**config.mk**
```make
export PLATFORM = sky130hd
export DESIGN_NAME = prio_arbiter
export DESIGN_NICKNAME = d
export VERILOG_FILES = /design/src/rtl/prio_pkg.sv /design/src/rtl/prio_pick.sv /design/src/rtl/prio_arbiter.sv
export SDC_FILE = /design/constraint.sdc
export NUM_CORES = 1
export LEC_CHECK = 0
export CAP_MARGIN = 30
export CORE_MARGIN = 5
export CORE_UTILIZATION = 39
export CTS_CLUSTER_SIZE = 10
export DETAILED_ROUTE_END_ITERATION = 8
export DONT_BUFFER_PORTS = 1
export PLACE_DENSITY = 0.61
export SLEW_MARGIN = 20
export SYNTH_ARGS = -nofsm -noshare
export SYNTH_HDL_FRONTEND = slang
export SYNTH_SLANG_ARGS = --single-unit
```
**constraint.sdc**
```tcl
create_clock -name clk -period 12.8 [get_ports clk]
set_clock_uncertainty 0.05 [all_clocks]
set_input_delay 1.92 -clock clk [delete_from_list [all_inputs] [get_ports clk]]
set_output_delay 1.92 -clock clk [all_outputs]
set_load 0.05 [all_outputs]
```
**src/rtl/prio_pkg.sv**
```systemverilog
// Shared types for the priority arbiter: arbitration policy encoding and FSM states.
package prio_pkg;

  typedef enum logic [1:0] {
    PM_FIXED_HI = 2'b00,
    PM_FIXED_LO = 2'b01,
    PM_RR       = 2'b10,
    PM_RSVD     = 2'b11
  } prio_mode_t;

  typedef enum logic {
    ST_IDLE  = 1'b0,
    ST_GRANT = 1'b1
  } prio_state_t;

endpackage

```
**src/rtl/prio_pick.sv**
```systemverilog
// Combinational winner search: fixed-high, fixed-low, or round-robin from start.
module prio_pick
  import prio_pkg::*;
#(
  parameter int N    = 16,
  parameter int IDXW = $clog2(N)
) (
  input  logic [N-1:0]    req,
  input  logic [1:0]      mode,
  input  logic [IDXW-1:0] start,
  output logic            found,
  output logic [IDXW-1:0] idx
);

  localparam logic [IDXW:0] NW = (IDXW+1)'(N);

  prio_mode_t m;
  assign m = prio_mode_t'(mode);

  // Each loop lets the last hit win, so iteration order sets the priority.
  always_comb begin : search
    logic [IDXW:0] pos;
    found = |req;
    idx   = '0;
    pos   = '0;
    case (m)
      PM_FIXED_LO: begin
        for (int i = N-1; i >= 0; i--)
          if (req[i]) idx = IDXW'(i);
      end
      PM_RR: begin
        // Wrap modulo N (not 2^IDXW) so non-power-of-two N never aliases.
        for (int k = N-1; k >= 0; k--) begin
          pos = {1'b0, start} + (IDXW+1)'(k);
          if (pos >= NW) pos = pos - NW;
          if (req[pos[IDXW-1:0]]) idx = pos[IDXW-1:0];
        end
      end
      default: begin
        for (int i = 0; i < N; i++)
          if (req[i]) idx = IDXW'(i);
      end
    endcase
  end

endmodule

```
**src/rtl/prio_arbiter.sv**
```systemverilog
// Registered N-input priority arbiter with sticky grants, ack handshake and round-robin state.
module prio_arbiter
  import prio_pkg::*;
#(
  parameter int N    = 16,
  parameter int IDXW = $clog2(N)
) (
  input  logic            clk,
  input  logic            rst,
  input  logic [N-1:0]    req,
  input  logic            en,
  input  logic [1:0]      mode,
  input  logic            ack,
  output logic            gnt_valid,
  output logic [IDXW-1:0] gnt_idx,
  output logic [N-1:0]    gnt_onehot
);

  localparam logic [IDXW-1:0] LAST = IDXW'(N-1);

  prio_state_t     state_q, state_d;
  logic            gnt_valid_q, gnt_valid_d;
  logic [IDXW-1:0] gnt_idx_q, gnt_idx_d;
  logic [N-1:0]    gnt_onehot_q, gnt_onehot_d;
  logic [IDXW-1:0] rr_ptr_q, rr_ptr_d;
  logic            rr_held_q, rr_held_d;

  logic            pick_found;
  logic [IDXW-1:0] pick_idx;

  prio_pick #(.N(N), .IDXW(IDXW)) u_pick (
    .req   (req),
    .mode  (mode),
    .start (rr_ptr_q),
    .found (pick_found),
    .idx   (pick_idx)
  );

  always_comb begin
    state_d      = state_q;
    gnt_valid_d  = gnt_valid_q;
    gnt_idx_d    = gnt_idx_q;
    gnt_onehot_d = gnt_onehot_q;
    rr_ptr_d     = rr_ptr_q;
    rr_held_d    = rr_held_q;
    case (state_q)
      ST_IDLE: begin
        if (en && pick_found) begin
          state_d                = ST_GRANT;
          gnt_valid_d            = 1'b1;
          gnt_idx_d              = pick_idx;
          gnt_onehot_d           = '0;
          gnt_onehot_d[pick_idx] = 1'b1;
          rr_held_d              = (mode == PM_RR);
        end
      end
      ST_GRANT: begin
        // Grant is sticky: only ack releases it, whatever req/en/mode do.
        if (ack) begin
          state_d      = ST_IDLE;
          gnt_valid_d  = 1'b0;
          gnt_onehot_d = '0;
          if (rr_held_q)
            rr_ptr_d = (gnt_idx_q == LAST) ? '0 : gnt_idx_q + 1'b1;
        end
      end
      default: state_d = ST_IDLE;
    endcase
  end

  always_ff @(posedge clk) begin
    if (rst) begin
      state_q      <= ST_IDLE;
      gnt_valid_q  <= 1'b0;
      gnt_idx_q    <= '0;
      gnt_onehot_q <= '0;
      rr_ptr_q     <= '0;
      rr_held_q    <= 1'b0;
    end else begin
      state_q      <= state_d;
      gnt_valid_q  <= gnt_valid_d;
      gnt_idx_q    <= gnt_idx_d;
      gnt_onehot_q <= gnt_onehot_d;
      rr_ptr_q     <= rr_ptr_d;
      rr_held_q    <= rr_held_d;
    end
  end

  assign gnt_valid  = gnt_valid_q;
  assign gnt_idx    = gnt_idx_q;
  assign gnt_onehot = gnt_onehot_q;

endmodule

```
---- Word-level counts from Yosys, hierarchy flattened ----
Index checks and enable logic that the tools add are counted.
operators by class
  $add $sub $neg .......................... 32
  order comparisons ....................... 34
  eq/ne operators ......................... 5
  muxes and demuxes ....................... 124
  bitwise gates (word level) .............. 1
  reductions and logical operators ........ 6
operators by type and width
  operator             number
  $mux 4               73
  $lt 4x5->1 const B   17
  $ge 5x5->1 const B   15
  $bmux 1 s4           16
  $sub 4x1->4 const B  16
  $add 4x4->5 const B  8
  $mux 16              2
  $pmux 16 s2          1
  $mux 1               22
  $add 4x3->5 const B  4
  $reduce_or 16->1     1
  $mux 3               4
  $add 4x2->5 const B  2
  $pmux 4 s2           1
  $add 4x1->5 const B  1
  $ge 4x5->1 const B   1
  $add 4x1->4 const B  1
  $demux 1 s4          1
  $eq 4x4->1 const B   1
  $ge 4x1->1 const B   1
  $mux 2               2
  $ne 2x2->1 const B   2
  $pmux 1 s2           2
  $reduce_and 2->1     2
  other kinds (5)      6
word-level totals
  bits in registers ....................... 27
  output and inout port bits .............. 21
  word-level logic and storage cells ...... 208

---- Longest topological paths before layout ----
  depth after elaboration ................. 29
  gate-level depth with buffers ........... 18
  mapped depth without buffers ............ 11

---- Hierarchy ----
From an unflattened synthesis, not the netlist that was laid out.
second synthesis, totals
  cells, all modules ...................... 482
  area total of the unflattened synthesis .. 3888.7 um^2
by module, submodules not included
  module        times used  cells each  area each (um^2)  seq. area each (um^2)
  prio_pick     1           355         2676.3            0.0
  prio_arbiter  1           127         1212.4            540.5

---- Worst setup path before layout ----
Ideal clock, no wire load.
  path kind ............................... input port to flip-flop
  start point ............................. input req[13]
  end point ............................... register gnt_onehot_q[12] (netlist: gnt_onehot[12])
  setup time .............................. 0.117 ns
  arrival ................................. 4.588 ns
  slack ................................... 8.045 ns
  cell stages on the path ................. 9
  cells stage by stage .................... clkbuf_1 > mux4_1 > mux4_2 > or2_4 > o32ai_2 > nand4_1 > a211o_2 > and3b_4 > a32o_1
on the way
  cells in the longest elaborated chain, start to end .. 25
ends and longest elaborated chain
  what                                                                   line                text
  from (decl)                                                            prio_arbiter.sv:10  input logic [N-1:0] req,
  $bmux 1 s4                                                             prio_pick.sv:36     if (req[pos[IDXW-1:0]]) idx = pos[IDXW-1:0];
  $mux 1 (not written as such)                                           prio_pick.sv:36
  $mux 4 (16 in a row)                                                   prio_pick.sv:36
  $pmux 4 s2                                                             prio_pick.sv:26     case (m)
  $lt 4x5->1 (not written as such) / $ge 4x1->1 (equally long branches)  prio_arbiter.sv:53  gnt_onehot_d[pick_idx] = 1'b1;
  $logic_and 1x1->1 (not written as such)                                prio_arbiter.sv:53
  $mux 1 (not written as such)                                           prio_arbiter.sv:53
  $demux 1 s4                                                            prio_arbiter.sv:53
  $mux 16                                                                prio_arbiter.sv:48  if (en && pick_found) begin
  $pmux 16 s2                                                            prio_arbiter.sv:46  case (state_q)
  to (signal assigned)                                                   prio_arbiter.sv:83  gnt_onehot_q <= gnt_onehot_d;
  to (decl)                                                              prio_arbiter.sv:24  logic [N-1:0] gnt_onehot_q, gnt_onehot_d;
Several ways; a longest one is shown, not always the timed one. The select of a mux whose other input is x is not followed.
A chain may end at the register's enable or synchronous reset.

---- Final worst setup path ----
  start point ............................. register rr_ptr_q[0]
  end point ............................... register gnt_onehot_q[12] (netlist: gnt_onehot[12])
on the way
  cells in the longest elaborated chain, start to end .. 29
ends and longest elaborated chain
  what                                                                   line                text
  from (decl)                                                            prio_arbiter.sv:25  logic [IDXW-1:0] rr_ptr_q, rr_ptr_d;
  from (signal assigned)                                                 prio_arbiter.sv:84  rr_ptr_q <= rr_ptr_d;
  $add 4x4->5                                                            prio_pick.sv:34     pos = {1'b0, start} + (IDXW+1)'(k);
  $sub 4x1->4 / $ge 5x5->1 (equally long branches)                       prio_pick.sv:35     if (pos >= NW) pos = pos - NW;
  $mux 4                                                                 prio_pick.sv:35
  $mux 4                                                                 prio_pick.sv:26
  $bmux 1 s4                                                             prio_pick.sv:36
  $mux 1 (not written as such)                                           prio_pick.sv:36
  $mux 4 (15 in a row)                                                   prio_pick.sv:36
  $mux 4 *                                                               prio_pick.sv:36
  $pmux 4 s2 *                                                           prio_pick.sv:26
  $lt 4x5->1 (not written as such) / $ge 4x1->1 (equally long branches)  prio_arbiter.sv:53
  $logic_and 1x1->1 (not written as such)                                prio_arbiter.sv:53
  $mux 1 (not written as such)                                           prio_arbiter.sv:53
  $demux 1 s4 *                                                          prio_arbiter.sv:53
  $mux 16 *                                                              prio_arbiter.sv:48
  $pmux 16 s2 *                                                          prio_arbiter.sv:46
Mark *: on every way between the ends. The rest lies on a longest branch, timed or not. The select of a mux whose other input is x is not followed.

==> results.py <==
metrics = {
    "floorplanning": {
        "design.die.area_sq_um": 11500,
        "coreArea_sq_um": 9240,
        "die_w_um": 107,
        "initial_utilization_pct": 39.9,
        "placementRows": 35,
        "io_pins": 43,
        "die_y_um": 107,
    },
    "sta": {
        "whs_ps": 445,
        "tns_ps": 0,
        "relSlewSlack_pct": 39.3,
        "finalHoldViolations": 0,
        "layout_setup_ws_ps": 8030,
        "period_minus_slack_ps": 4770,
        "worstMarginPinSlew_ps": 904,
        "slew_viol_final": 0,
        "grt_setup_unrepaired": "false",
        "finalSetupViolCount": 0,
        "period_share_pct": 37.2,
        "max_freq_ghz": 0.210,
    },
    "placed_design": {
        "portBuffers": 0,
        "dp_cells": 523,
        "place_hpwl_um": 8310,
        "gp_congestion": 0.959,
        "dp_slack_ps": 7880,
        "placed_cell_area_sq_um": 3730,
    },
    "clock_tree": {
        "cts_hold_buf": 0,
        "cts_resized": 0,
        "clk_pin_slew_ps": 100,
        "cts_sinks": 27,
        "cts_buffers": 3,
        "cts_max_level": 1,
        "cts_tree": "yes",
        "root_buffer": "clkbuf_8",
        "cts_setup_buffers": 0,
        "clock_tree.buffer_depth": 2,
        "insertion_delay_ps": 270,
    },
    "global_route": {
        "antenna_found_initial": 0,
        "grt_pass1_wl_um": 17900,
        "grt_pass1_vias": 3349,
        "grt_usage_pct": 18.9,
        "overflow": 0,
        "grt_start_max_net_pins": 36,
    },
    "synthesis": {
        "synth_enable_flop_cells": 0,
        "synth_most_common_cell": "nor2_1",
        "synth_cell_type_count": 76,
        "synth.avg_cell_area_sq_um": 8.80,
        "ys_async_sr_fraction_pct": 0,
        "ys_ff_latch": 27,
        "synth_top_cells_by_count": "nor2_1 (38), mux2i_1 (35), a21oi_1 (28)",
        "synth-main-ff-cell": "dfxtp_1",
        "synth_top_area_share_pct": 15.3,
        "yosysSeqAreaShare_pct": 14.7,
        "synthCells": 419,
        "postSynthNetCount": 451,
        "syn_area_sq_um": 3690,
        "ys_top_cells_by_area": "mux4_2 (15%), dfxtp_1 (15%), mux2i_1 (9.5%)",
        "synth_top_area_cell": "mux4_2",
        "ys.warnings.count": 0,
    },
    "worst_setup_path": {
        "timing.critical_path.arrival_ps": 4890,
        "path_common_cell": "mux2i_1",
        "cp_max_fo": 35,
        "required_ps": 12930,
        "endpoint_kind": "flip-flop",
        "cp_slowest_cell": "ha_1",
        "critPathLaunchType": "flip-flop",
        "crit_chain": "buf_4, inv_1, ha_1, mux4_2, mux2i_1, mux2i_1, or2_4, a311oi_1, nand3_1, a32oi_2, and3b_4, a32o_1",
        "path_class": "reg -> reg",
        "max_stage_delay_ps": 750,
    },
    "route": {
        "detail_route.first_pass.iterations": 5,
        "wirelength_met1_um": 4900,
        "drcViolationCount": 0,
        "top_layer": "met4",
        "met2_length_um": 5260,
        "wire_per_inst_um": 21.0,
        "vias": 3525,
        "route.met3.wl_um": 740,
        "drt_iter0_drc": 279,
        "drt_wl_total_um": 11000,
        "vias_per_cell": 6.69,
        "antenna_left": 0,
    },
    "pwr": {
        "vdd_drop_max_v": 0.0000744,
        "powerDensity_nw_per_um2": 60.6,
        "leakage_nw": 1.27,
    },
    "finish": {
        "fillers": 929,
        "drive_gt1_share_pct": 14.3,
        "design_area_sq_um": 3780,
        "diodes": 0,
        "areaGrowthSynthToFinish_pct": 2.55,
        "fin_nets": 431,
        "stdcell_count": 527,
    },
    "hold_path": {
        "hp-class": "reg -> reg",
    },
    "run": {
        "maxCapViolations": 0,
    },
    "run_status": {
        "status": "completed",
    },
}
-- metal layers --
| layer | vias up | global-route usage, % |
|---|---|---|
| li1 | 1605 | - |
| met1 | 1750 | 26.3 |
| met2 | 154 | 31.3 |
| met3 | 16 | 3.19 |
| met4 | 0 | 3.11 |
| met5 | - | 0 |
-- area by class of cell --
class	instances	area, sq um	area share [%]
multi-input cells	345	2930	77.5
flip-flops and latches	27	541	14.3
well taps	129	161	4.27
inverters	17	63.8	1.69
clock buffers	3	41.3	1.09
repair buffers	5	37.5	0.993
clock inverters	1	7.51	0.199
-- placed cells by master (no fill, tap or decap), drive strengths merged, types with 6 or more instances in the layout --
cell    instances
a211o           6
a21oi          30
a32o           16
dfxtp          27
ha             10
inv            16
mux2            7
mux2i          35
mux4           29
nand2          26
nand2b          8
nand3           9
nor2           38
nor2b           8
nor3           10
o211ai          8
o21ai          13
o31ai           9
xnor2           8
-- final timing paths --
path | startpoint | to | slack (ps) | cells past startpoint
worst max-delay path | rr_ptr_q[0]$_SDFFE_PP0P_ | gnt_onehot[12]$_SDFFE_PP0P_ | 8030 | 12
worst min-delay path | rr_held_q$_SDFFE_PP0P_ | rr_held_q$_SDFFE_PP0P_ | 440 | 2
worst max register to register | rr_ptr_q[0]$_SDFFE_PP0P_ | gnt_onehot[12]$_SDFFE_PP0P_ | 8030 | 12
worst min register to register | rr_held_q$_SDFFE_PP0P_ | rr_held_q$_SDFFE_PP0P_ | 440 | 2
-- flip-flops by register name, summed over array words and instances (netlist names) --
| signal | cells |
|---|---|
| rr_held_q | 1 |
| gnt_idx | 4 |
| state_q | 1 |
| gnt_onehot | 16 |
| rr_ptr_q | 4 |
| gnt_valid | 1 |
-- worst max-delay path, delay by kind of cell (launching register included) --
family	cells	cell delay [ps]
adders and majority gates	1	750
and+or+nand+nor	3	790
muxes	3	1330
AOI/OAI and AO/OA	3	860
DFF	1	320
buffers and inverters	2	570
-- kinds of logic (layout without fill, tap and decap cells) --
kind of cell / after synthesis / in the layout / synth area share (%)
adder cells (fa/ha/maj): 10 / 10 / 3.39
buffers and inverters: 47 / 26 / 5.94
flip-flops: 27 / 27 / 14.7
AO/OA/AOI/OAI: 131 / 131 / 26.6
multiplexers: 71 / 71 / 29.8
XOR/XNOR: 11 / 11 / 2.61
AND/OR/NAND/NOR: 122 / 122 / 17.0
-- stage by stage --
step	power, W	utilization, %
floorplan	0.000167	-
global placement	0.000179	40.4
detailed placement	0.000180	40.4
CTS	0.000229	40.9
global route	0.000242	40.9
finish	0.000229	40.9
-- report_power, final --
| part | switching, W | internal, W |
|---|---|---|
| clock | 0.0000269 | 0.0000221 |
| sequential | 0.0000133 | 0.0000872 |
| combinational | 0.0000461 | 0.0000335 |
| total | 0.0000863 | 0.000143 |
No activity file was read; power rests on OpenSTA's default activity.
